## src/rtl/counter_step_decoder_pkg.sv

```systemverilog
`default_nettype none
// ============================================================================
// Module      : counter_step_decoder_pkg
// Description : Shared step codes and state encodings for the counter step
//               decoder.
// Revision    : 1.0 - initial release
// ============================================================================
package counter_step_decoder_pkg;

    typedef logic [1:0] step_code_t;

    // Step classification codes
    localparam step_code_t STEP_HOLD = 2'b00;
    localparam step_code_t STEP_UP   = 2'b01;
    localparam step_code_t STEP_DOWN = 2'b10;
    localparam step_code_t STEP_JUMP = 2'b11;

    // Decoder states: no reference sample yet / reference sample held
    localparam logic [0:0] ST_EMPTY  = 1'b0;
    localparam logic [0:0] ST_PRIMED = 1'b1;

endpackage : counter_step_decoder_pkg
`default_nettype wire

```

## src/rtl/counter_step_decoder_if.sv

```systemverilog
`default_nettype none
// ============================================================================
// Module      : counter_step_decoder_if
// Description : Sample/telemetry bundle between the counter monitor source
//               (master) and the step decoder (slave).
// Revision    : 1.0 - initial release
// ============================================================================
interface counter_step_decoder_if #(
    parameter int WIDTH = 4,
    parameter int CNT_W = 8
);
    logic             sample_en;
    logic [WIDTH-1:0] count_in;
    logic             clear_stats;
    logic             step_valid;
    logic [1:0]       step_code;
    logic             wrap;
    logic [WIDTH-1:0] jump_value;
    logic [CNT_W-1:0] run_len;
    logic [CNT_W-1:0] up_events;
    logic [CNT_W-1:0] down_events;
    logic [CNT_W-1:0] jump_events;

    modport master (
        output sample_en, count_in, clear_stats,
        input  step_valid, step_code, wrap, jump_value, run_len,
               up_events, down_events, jump_events
    );

    modport slave (
        input  sample_en, count_in, clear_stats,
        output step_valid, step_code, wrap, jump_value, run_len,
               up_events, down_events, jump_events
    );
endinterface : counter_step_decoder_if
`default_nettype wire

```

## src/rtl/counter_step_decoder_sat_counter.sv

```systemverilog
`default_nettype none
// ============================================================================
// Module      : sat_counter
// Description : Saturating event counter with clear; clear together with an
//               increment lands on 1 so the clearing cycle's event is kept.
// Revision    : 1.0 - initial release
// ============================================================================
module sat_counter #(
    parameter int W = 8
) (
    input  wire logic         clk,
    input  wire logic         rst,
    input  wire logic         clr,
    input  wire logic         inc,
    output logic      [W-1:0] q
);

    // Clear wins over increment; increment stops at all-ones
    always_ff @(posedge clk) begin
        if (rst) begin
            q <= '0;
        end else if (clr) begin
            q <= inc ? W'(1) : '0;
        end else if (inc && (q != '1)) begin
            q <= q + W'(1);
        end
    end

endmodule : sat_counter
`default_nettype wire

```

## src/rtl/counter_step_decoder.sv

```systemverilog
`default_nettype none
// ============================================================================
// Module      : counter_step_decoder
// Description : Recovers hold/up/down/jump commands from successive samples
//               of an up/down/load counter and keeps saturating statistics.
// Revision    : 1.0 - initial release
// ============================================================================
module counter_step_decoder
    import counter_step_decoder_pkg::*;
#(
    parameter int WIDTH = 4,
    parameter int CNT_W = 8
) (
    input wire logic               clk,
    input wire logic               rst,
    counter_step_decoder_if.slave  bus
);

    logic [0:0]       r_state;
    logic [WIDTH-1:0] r_prev;
    step_code_t       w_code;
    logic             w_wrap;
    logic             w_classify;

    assign w_classify = bus.sample_en && (r_state == ST_PRIMED);

    // Classify the new sample against the reference, modulo 2^WIDTH
    always_comb begin
        w_code = STEP_JUMP;
        w_wrap = 1'b0;
        if (bus.count_in == r_prev) begin
            w_code = STEP_HOLD;
        end else if (bus.count_in == (r_prev + WIDTH'(1))) begin
            w_code = STEP_UP;
            w_wrap = (r_prev == '1);
        end else if (bus.count_in == (r_prev - WIDTH'(1))) begin
            w_code = STEP_DOWN;
            w_wrap = (r_prev == '0);
        end
    end

    // Reference sample, state and registered classification outputs
    always_ff @(posedge clk) begin
        if (rst) begin
            r_state        <= ST_EMPTY;
            r_prev         <= '0;
            bus.step_valid <= 1'b0;
            bus.step_code  <= STEP_HOLD;
            bus.wrap       <= 1'b0;
            bus.jump_value <= '0;
            bus.run_len    <= '0;
        end else begin
            bus.step_valid <= 1'b0;
            if (bus.sample_en) begin
                r_prev <= bus.count_in;
                if (r_state == ST_EMPTY) begin
                    r_state <= ST_PRIMED;
                end else begin
                    bus.step_valid <= 1'b1;
                    bus.step_code  <= w_code;
                    bus.wrap       <= w_wrap;
                    if (w_code == STEP_JUMP) begin
                        bus.jump_value <= bus.count_in;
                        bus.run_len    <= '0;
                    end else if (w_code == bus.step_code) begin
                        if (bus.run_len != '1) begin
                            bus.run_len <= bus.run_len + CNT_W'(1);
                        end
                    end else begin
                        bus.run_len <= CNT_W'(1);
                    end
                end
            end
        end
    end

    sat_counter #(.W(CNT_W)) u_up_events (
        .clk (clk),
        .rst (rst),
        .clr (bus.clear_stats),
        .inc (w_classify && (w_code == STEP_UP)),
        .q   (bus.up_events)
    );

    sat_counter #(.W(CNT_W)) u_down_events (
        .clk (clk),
        .rst (rst),
        .clr (bus.clear_stats),
        .inc (w_classify && (w_code == STEP_DOWN)),
        .q   (bus.down_events)
    );

    sat_counter #(.W(CNT_W)) u_jump_events (
        .clk (clk),
        .rst (rst),
        .clr (bus.clear_stats),
        .inc (w_classify && (w_code == STEP_JUMP)),
        .q   (bus.jump_events)
    );

endmodule : counter_step_decoder
`default_nettype wire

```

## src/flat_wrapper.sv

```systemverilog
// flat-port wrapper written by rule: the top's interface ports become plain ports
module counter_step_decoder_flat import counter_step_decoder_pkg::*;
#(
    parameter int WIDTH = 4,
    parameter int CNT_W = 8
)
  (clk, rst, bus_sample_en, bus_count_in, bus_clear_stats, bus_step_valid, bus_step_code, bus_wrap, bus_jump_value, bus_run_len, bus_up_events, bus_down_events, bus_jump_events);
  counter_step_decoder_if #(.WIDTH(WIDTH), .CNT_W(CNT_W)) bus_i ();
  input wire logic clk;
  input wire logic rst;
  input wire logic [$bits(bus_i.sample_en)-1:0] bus_sample_en;
  input wire logic [$bits(bus_i.count_in)-1:0] bus_count_in;
  input wire logic [$bits(bus_i.clear_stats)-1:0] bus_clear_stats;
  output wire logic [$bits(bus_i.step_valid)-1:0] bus_step_valid;
  output wire logic [$bits(bus_i.step_code)-1:0] bus_step_code;
  output wire logic [$bits(bus_i.wrap)-1:0] bus_wrap;
  output wire logic [$bits(bus_i.jump_value)-1:0] bus_jump_value;
  output wire logic [$bits(bus_i.run_len)-1:0] bus_run_len;
  output wire logic [$bits(bus_i.up_events)-1:0] bus_up_events;
  output wire logic [$bits(bus_i.down_events)-1:0] bus_down_events;
  output wire logic [$bits(bus_i.jump_events)-1:0] bus_jump_events;
  assign bus_i.sample_en = bus_sample_en;
  assign bus_i.count_in = bus_count_in;
  assign bus_i.clear_stats = bus_clear_stats;
  assign bus_step_valid = bus_i.step_valid;
  assign bus_step_code = bus_i.step_code;
  assign bus_wrap = bus_i.wrap;
  assign bus_jump_value = bus_i.jump_value;
  assign bus_run_len = bus_i.run_len;
  assign bus_up_events = bus_i.up_events;
  assign bus_down_events = bus_i.down_events;
  assign bus_jump_events = bus_i.jump_events;
  counter_step_decoder #(.WIDTH(WIDTH), .CNT_W(CNT_W)) u_core (.clk(clk), .rst(rst), .bus(bus_i));
endmodule
```

## config.mk

```make
export PLATFORM = sky130hd
export DESIGN_NAME = counter_step_decoder_flat
export DESIGN_NICKNAME = d
export VERILOG_FILES = /design/src/rtl/counter_step_decoder_pkg.sv /design/src/rtl/counter_step_decoder_if.sv /design/src/rtl/counter_step_decoder_sat_counter.sv /design/src/rtl/counter_step_decoder.sv /design/src/flat_wrapper.sv
export SDC_FILE = /design/constraint.sdc
export NUM_CORES = 1
export LEC_CHECK = 0
export CORE_ASPECT_RATIO = 1.1
export CORE_MARGIN = 3
export CORE_UTILIZATION = 50
export DETAILED_ROUTE_END_ITERATION = 8
export GPL_TIMING_DRIVEN = 0
export PLACE_DENSITY = 0.9
export SYNTH_ARGS = -nofsm -noshare
export SYNTH_HDL_FRONTEND = slang
export SYNTH_SLANG_ARGS = --single-unit
```

## constraint.sdc

```tcl
create_clock -name clk -period 3.8 [get_ports clk]
set_input_delay 1.14 -clock clk [delete_from_list [all_inputs] [get_ports clk]]
set_output_delay 1.14 -clock clk [all_outputs]
set_load 0.05 [all_outputs]
```

==> Yosys cells after proc, flatten, opt, wreduce, memory -nomap -nowiden <==
Cells that the tools add are included.
W data, S select, Z words.
{ "word_totals": {"regBits": 45, "in_bits": 8, "output_inout_bits": 40} }
{ "classes": {"add_sub_neg": 6, "eq_ne": 13, "muxes": 19, "bitwise": 1, "reduce_logical": 15} }
{ "ops": {"columns": ["op", "n"], "rows": [
  ["$mux W8", 9],
  ["$add A8 B1 Y8 const B", 4],
  ["$ne A8 B8 Y1 const B", 4],
  ["$eq A4 B4 Y1", 3],
  ["$mux W1", 8],
  ["$logic_and A1 B1 Y1", 7],
  ["$reduce_and A3 Y1", 2],
  ["$reduce_bool A2 Y1", 3],
  ["$add A4 B1 Y4 const B", 1],
  ["$eq A2 B2 Y1 const B", 2],
  ["$eq A4 B4 Y1 const B", 1],
  ["$logic_not A4 Y1", 1],
  ["$mux W2", 2],
  ["$sub A4 B1 Y4 const B", 1],
  ["$ne A3 B2 Y1 const B", 1],
  ["$eq A2 B1 Y1 const B", 1],
  ["$eq A2 B2 Y1", 1],
  ["$reduce_and A2 Y1", 1],
  ["$reduce_or A2 Y1", 1],
  ["$not A1 Y1", 1]
]} }

==> Longest topological paths before layout <==
{ "logic_depth": {"ltp_word": 10, "mapped_depth": 9} }

==> Modules after synthesis <==
From an unflattened synthesis, not the netlist that was laid out.
{ "unflattened": {"hier_cells": 297, "area_unflattened_um2": 2617.5} }
{ "modules_own_cells": {"columns": ["mod", "n_inst", "cells_per_inst", "area_each_um2", "seq_area_each_um2"], "rows": [
  ["sat_counter", 3, 53, 444.2, 160.2],
  ["counter_step_decoder", 1, 138, 1285.0, 420.4]
]} }

==> Least setup slack after synthesis <==
OpenSTA, ideal clock, no wires.
{ "synth_path": {"path_type": "input to register", "from": "input bus_count_in[3]", "to": "register u_core.bus.run_len[0]", "setup_time_ns": 0.123, "t_arrival_ns": 2.947, "required_time_ns": 3.677, "slack_ns": 0.729, "path_stages": 7, "path_cell_list": "xor2_1 -> or4_1 -> clkbuf_2 -> and3_4 -> a211o_4 -> a21oi_2 -> mux2_1"} }
{ "synth_via": {"elab_chain_cells": 7, "word_cells_on_any_way": 12, "classes_between": "eq/ne (6); mux (5); reduce/logical (1)"} }
{ "synth_lines": {"columns": ["item", "line", "source"], "rows": [
  ["start: declaration", "flat_wrapper.sv:12", "input wire logic [$bits(bus_i.count_in)-1:0] bus_count_in;"],
  ["$eq A4 B4 Y1", "counter_step_decoder.sv:36", "end else if (bus.count_in == (r_prev - WIDTH'(1))) begin"],
  ["$mux W1", "counter_step_decoder.sv:36", null],
  ["$mux W2", "counter_step_decoder.sv:33", "end else if (bus.count_in == (r_prev + WIDTH'(1))) begin"],
  ["$mux W2 *", "counter_step_decoder.sv:31", "if (bus.count_in == r_prev) begin"],
  ["$eq A2 B2 Y1 (on tied branches)", "counter_step_decoder.sv:65, counter_step_decoder.sv:62", null],
  ["$ne A3 B2 Y1 (no line) or $mux W8 (tied branches)", null, null],
  ["$reduce_and A3 Y1 (no line) or $mux W8 (tied branches)", null, null],
  ["end signal: assignment", "counter_step_decoder.sv:67", "bus.run_len <= bus.run_len + CNT_W'(1);"],
  ["end: declaration", "counter_step_decoder_if.sv:32", "output step_valid, step_code, wrap, jump_value, run_len,"]
]} }
Every way passes the cells marked *; elsewhere a longest branch is shown, timed or not.
A chain may end at the register's enable or synchronous reset.

==> Worst setup path after layout <==
Same ends and word-level chain as after synthesis.

==> impl_metrics.csv <==
group,metric,value,unit
outcome,status,"finished clean",
sta,relSlewSlack,0.4603,
sta,clock.fmax,0.2959,GHz
sta,period_minus_slack,3.380,ns
sta,fin_crit_sh,0.8894,
synth,synth_top_area_cell,"dfxtp_1",
placed_design,dpl.hpwl,3842,um
global_routing,grt.busiest_layer,"met2",
pwr,swShare,0.2668,
pwr,p_leak,1.003,nW
pwr,p_comb_frac,0.144,
die,start_util,0.5294,
synth,yosys_warnings,0,
setup_path,critPathSlowestCell,"or4_1",
setup_path,r2r_end,"u_core.u_down_events.q[3]",
sta,holdWs,0.4914,ns
synth,syn_nets,286,
setup_path,cp_data_required_time,3.98,ns
setup_path,reg2reg_depth,8,
sta,finClkSkew,0.004178,ns
hold_path,holdPathStages,2,
synth,synth_edf_count,0,
final_layout,layout.cells.non_filler,376,
hold_path,hold_class,"register to register",
pwr,p_seq_frac,0.553,
die,dieArea,0.005527,sq mm
global_routing,grt_usage,0.1959,
global_routing,grt_pass1_vias,1980,
clock_tree,cts_resized,0,
clock_tree,cts_tree,"built",
clock_tree,cts_root_buffer,"clkbuf_8",
placed_design,dp_cells,370,
global_routing,antenna_found_initial,0,
hold_path,worstHoldStart,"u_core.r_state",
placed_design,portBuffers,45,
setup_path,critical_path_peak_fanout,9,
pwr,clkPwrFrac,0.303,
route,final_antenna_net_count,0,
setup_path,worstSetupEndpointType,"register",
route,drc_errors,0,
sta,hold_violations,0,
synth,yosysSeqAreaShare,0.3859,
route,drtIter0Drc,106,
route,post_drt_wl_per_cell,13.53,um
global_routing,grt_pass1_wl,8832,um
global_routing,met1_usage,0.2353,
synth,yosysTopAreaCellShare,0.3859,
final_layout,multi_input_area,0.001353,sq mm
final_layout,nNetsFinal,338,
flow_run,max-cap-violations,0,
final_layout,area_delta_synth_final,25.35,%
clock_tree,clock_latency,0.29,ns
route,vias_per_cell,5.678,
clock_tree,numCtsBuffers,5,
route,via_count,2135,
synth,ys.flop_type,"dfxtp_1",
final_layout,drive_gt1_frac,0.04969,
sta,setup_viol,0,
final_layout,fill_cells,380,
synth,avgSynthCellArea,8.615,sq um
sta,final.setup.tns,0,ns
clock_tree,ctsHtreeMaxLevel,2,
clock_tree,cts_setup_buffers,0,
synth,netlist_top_cells_count,"dfxtp_1 (45), nor2_1 (39), nand2_1 (15), xnor2_1 (15), a21oi_1 (14)",
route,drt_wl_total,5089,um
setup_path,r2r-start,"u_core.r_prev[0]",
setup_path,cp_cell_sequence,"clkdlybuf4s50_1 > xor2_1 > or4_1 > clkbuf_2 > and3_4 > a211o_4 > a21oi_2 > mux2_1",
final_layout,diodes,0,
sta,worstMarginPinSlew,0.8033,ns
hold_path,holdPathEnd,"u_core.r_state",
pwr,p_int,650.5,uW
pwr,vdd_drop_max,200.8,uV
setup_path,start_kind,"input pin",
global_routing,met2_usage,0.3392,
setup_path,critical_path_class,"input pin to register",
pwr,switchingPower,236.8,uW
die,die_y,77.67,um
synth,synth_most_common_cell,"dfxtp_1",
sta,drv_slew,0,
synth,ys_ff_latch,45,
setup_path,ff2ff_setup_slack,1.15,ns
route,dr.pass1.iters,5,
placed_design,gp_congestion,0.8303,
die,rows,25,
clock_tree,clock_path_buffers,2,
synth,syn_inst,271,
synth,synthArstFlopShare,0,
pwr,power.density,303.2,mW/mm^2
clock_tree,clk_pin_slew,0.08,ns
setup_path,max_stage_delay,0.53,ns
clock_tree,ctsHoldBuffers,0,
synth,yosysUniqueCellTypes,49,
die,core_area,0.004410,sq mm
final_layout,final_core_utilization,0.6635,
global_routing,grt_max_degree,13,
die,die_w,71.16,um
setup_path,crit_arrival,3.56,ns
pwr,design_power_total,887.3,uW
global_routing,grtUsageMet3,0.04016,
synth,syn_area,0.002335,sq mm
die,num_io_pins,48,
sta,rsz0062_at_grt,"no",
final_layout,ff_latch_area,900.9,sq um
global_routing,overflow,0,
clock_tree,clock_sinks,45,
synth,yosys-top-cells-area,"dfxtp_1 (39%), nor2_1 (6.3%), xnor2_1 (5.6%)",
==> how the worst max path moves through the flow <==
| stage | start | to |
|---|---|---|
| 2_1_floorplan | bus_count_in[3] | u_core.bus.run_len[0] |
| 3_3_place_gp | bus_count_in[3] | u_core.bus.run_len[0] |
| 3_5_place_dp | bus_count_in[3] | u_core.bus.run_len[0] |
| 4_1_cts | bus_count_in[3] | u_core.bus.run_len[0] |
| 5_1_grt | bus_count_in[2] | u_core.u_down_events.q[3] |
| 6_report | bus_count_in[3] | u_core.bus.run_len[0] |
==> cells in the final DEF (no fill, tap or decap), drive strengths merged, types with 2 or more instances in the layout <==
| cell | synthesis | routed |
|---|---|---|
| nor2b | 2 | 2 |
| and4bb | 2 | 2 |
| o21ai | 7 | 7 |
| a31oi | 3 | 3 |
| nor4 | 6 | 6 |
| clkdlybuf4s50 | 0 | 45 |
| nand3b | 2 | 2 |
| xor2 | 7 | 7 |
| or2 | 2 | 2 |
| xnor3 | 2 | 2 |
| and3 | 9 | 9 |
| nand2 | 15 | 15 |
| nor4b | 2 | 2 |
| ha | 7 | 7 |
| a211oi | 5 | 5 |
| clkbuf | 11 | 16 |
| and4 | 2 | 2 |
| and2 | 4 | 4 |
| xnor2 | 15 | 15 |
| nand3 | 13 | 13 |
| mux2i | 11 | 11 |
| nor2 | 40 | 40 |
| dfxtp | 45 | 45 |
| or3 | 2 | 2 |
| a21oi | 15 | 15 |
| or4 | 2 | 2 |
| nor3 | 13 | 13 |
| buf | 2 | 2 |
| inv | 6 | 6 |
| nand4 | 5 | 5 |
==> stage by stage <==
| stage | area (sq um) | worst slack (ns) |
|---|---|---|
| after global placement | 2853 | 0.1552 |
| final | 2927 | 0.4204 |
| after floorplan | 2335 | 0.7295 |
| after global routing | 2927 | 0.3261 |
| after detailed placement | 2853 | 0.1114 |
| after CTS | 2927 | 0.4371 |
==> state kept, by name, indices dropped and copies added, names as in the netlist, 2 cells and up <==
| signal | flops |
|---|---|
| u_core.bus.run_len | 8 |
| u_core.u_down_events.q | 8 |
| u_core.u_jump_events.q | 8 |
| u_core.u_up_events.q | 8 |
| u_core.bus.jump_value | 4 |
| u_core.r_prev | 4 |
| u_core.bus.step_code | 2 |
==> power groups by stage <==
stage	combinational (mW)	clock (mW)	sequential, mW
4_1_cts	0.129	0.278	0.490
3_5_place_dp	0.128	0	0.501
6_report	0.128	0.269	0.490
2_1_floorplan	0.0708	0	0.520
5_1_grt	0.139	0.297	0.492
3_3_place_gp	0.124	0	0.501
==> critical path, delay by kind of cell <==
kind | cells | cell delay [ns]
buffers and inverters | 2 | 0.63
XOR/XNOR | 1 | 0.22
AO/OA/AOI/OAI | 2 | 0.52
multiplexers | 1 | 0.32
AND/OR/NAND/NOR | 2 | 0.73
==> layer usage <==
metal | part of all wire | vias up
li1 | - | 1070
met1 | 0.44 | 1010
met2 | 0.50 | 49
met3 | 0.046 | 6
met4 | 0.013 | 0
met5 | 0 | -
==> logic make-up after synthesis <==
family | count (synthesis) | share of synthesized area
AOI/OAI and AO/OA | 40 | 0.1120
xor gates and xnor gates | 24 | 0.1018
muxes | 12 | 0.05198
and+or+nand+nor | 124 | 0.2760
adders and majority gates | 7 | 0.03751
DFF | 45 | 0.3859
buffers and inverters | 19 | 0.03483
==> area by class of cell <==
| cell class | count | area share |
|---|---|---|
| Multi-Input combinational cell | 207 | 0.4622 |
| Sequential cell | 45 | 0.3078 |
| Timing Repair Buffer | 45 | 0.1539 |
| Clock buffer | 5 | 0.02351 |
| Tap cell | 54 | 0.02309 |
| Buffer | 13 | 0.02009 |
| Inverter | 6 | 0.007696 |
| Clock inverter | 1 | 0.001710 |
Note: power is estimated with default switching activity, not from simulation.
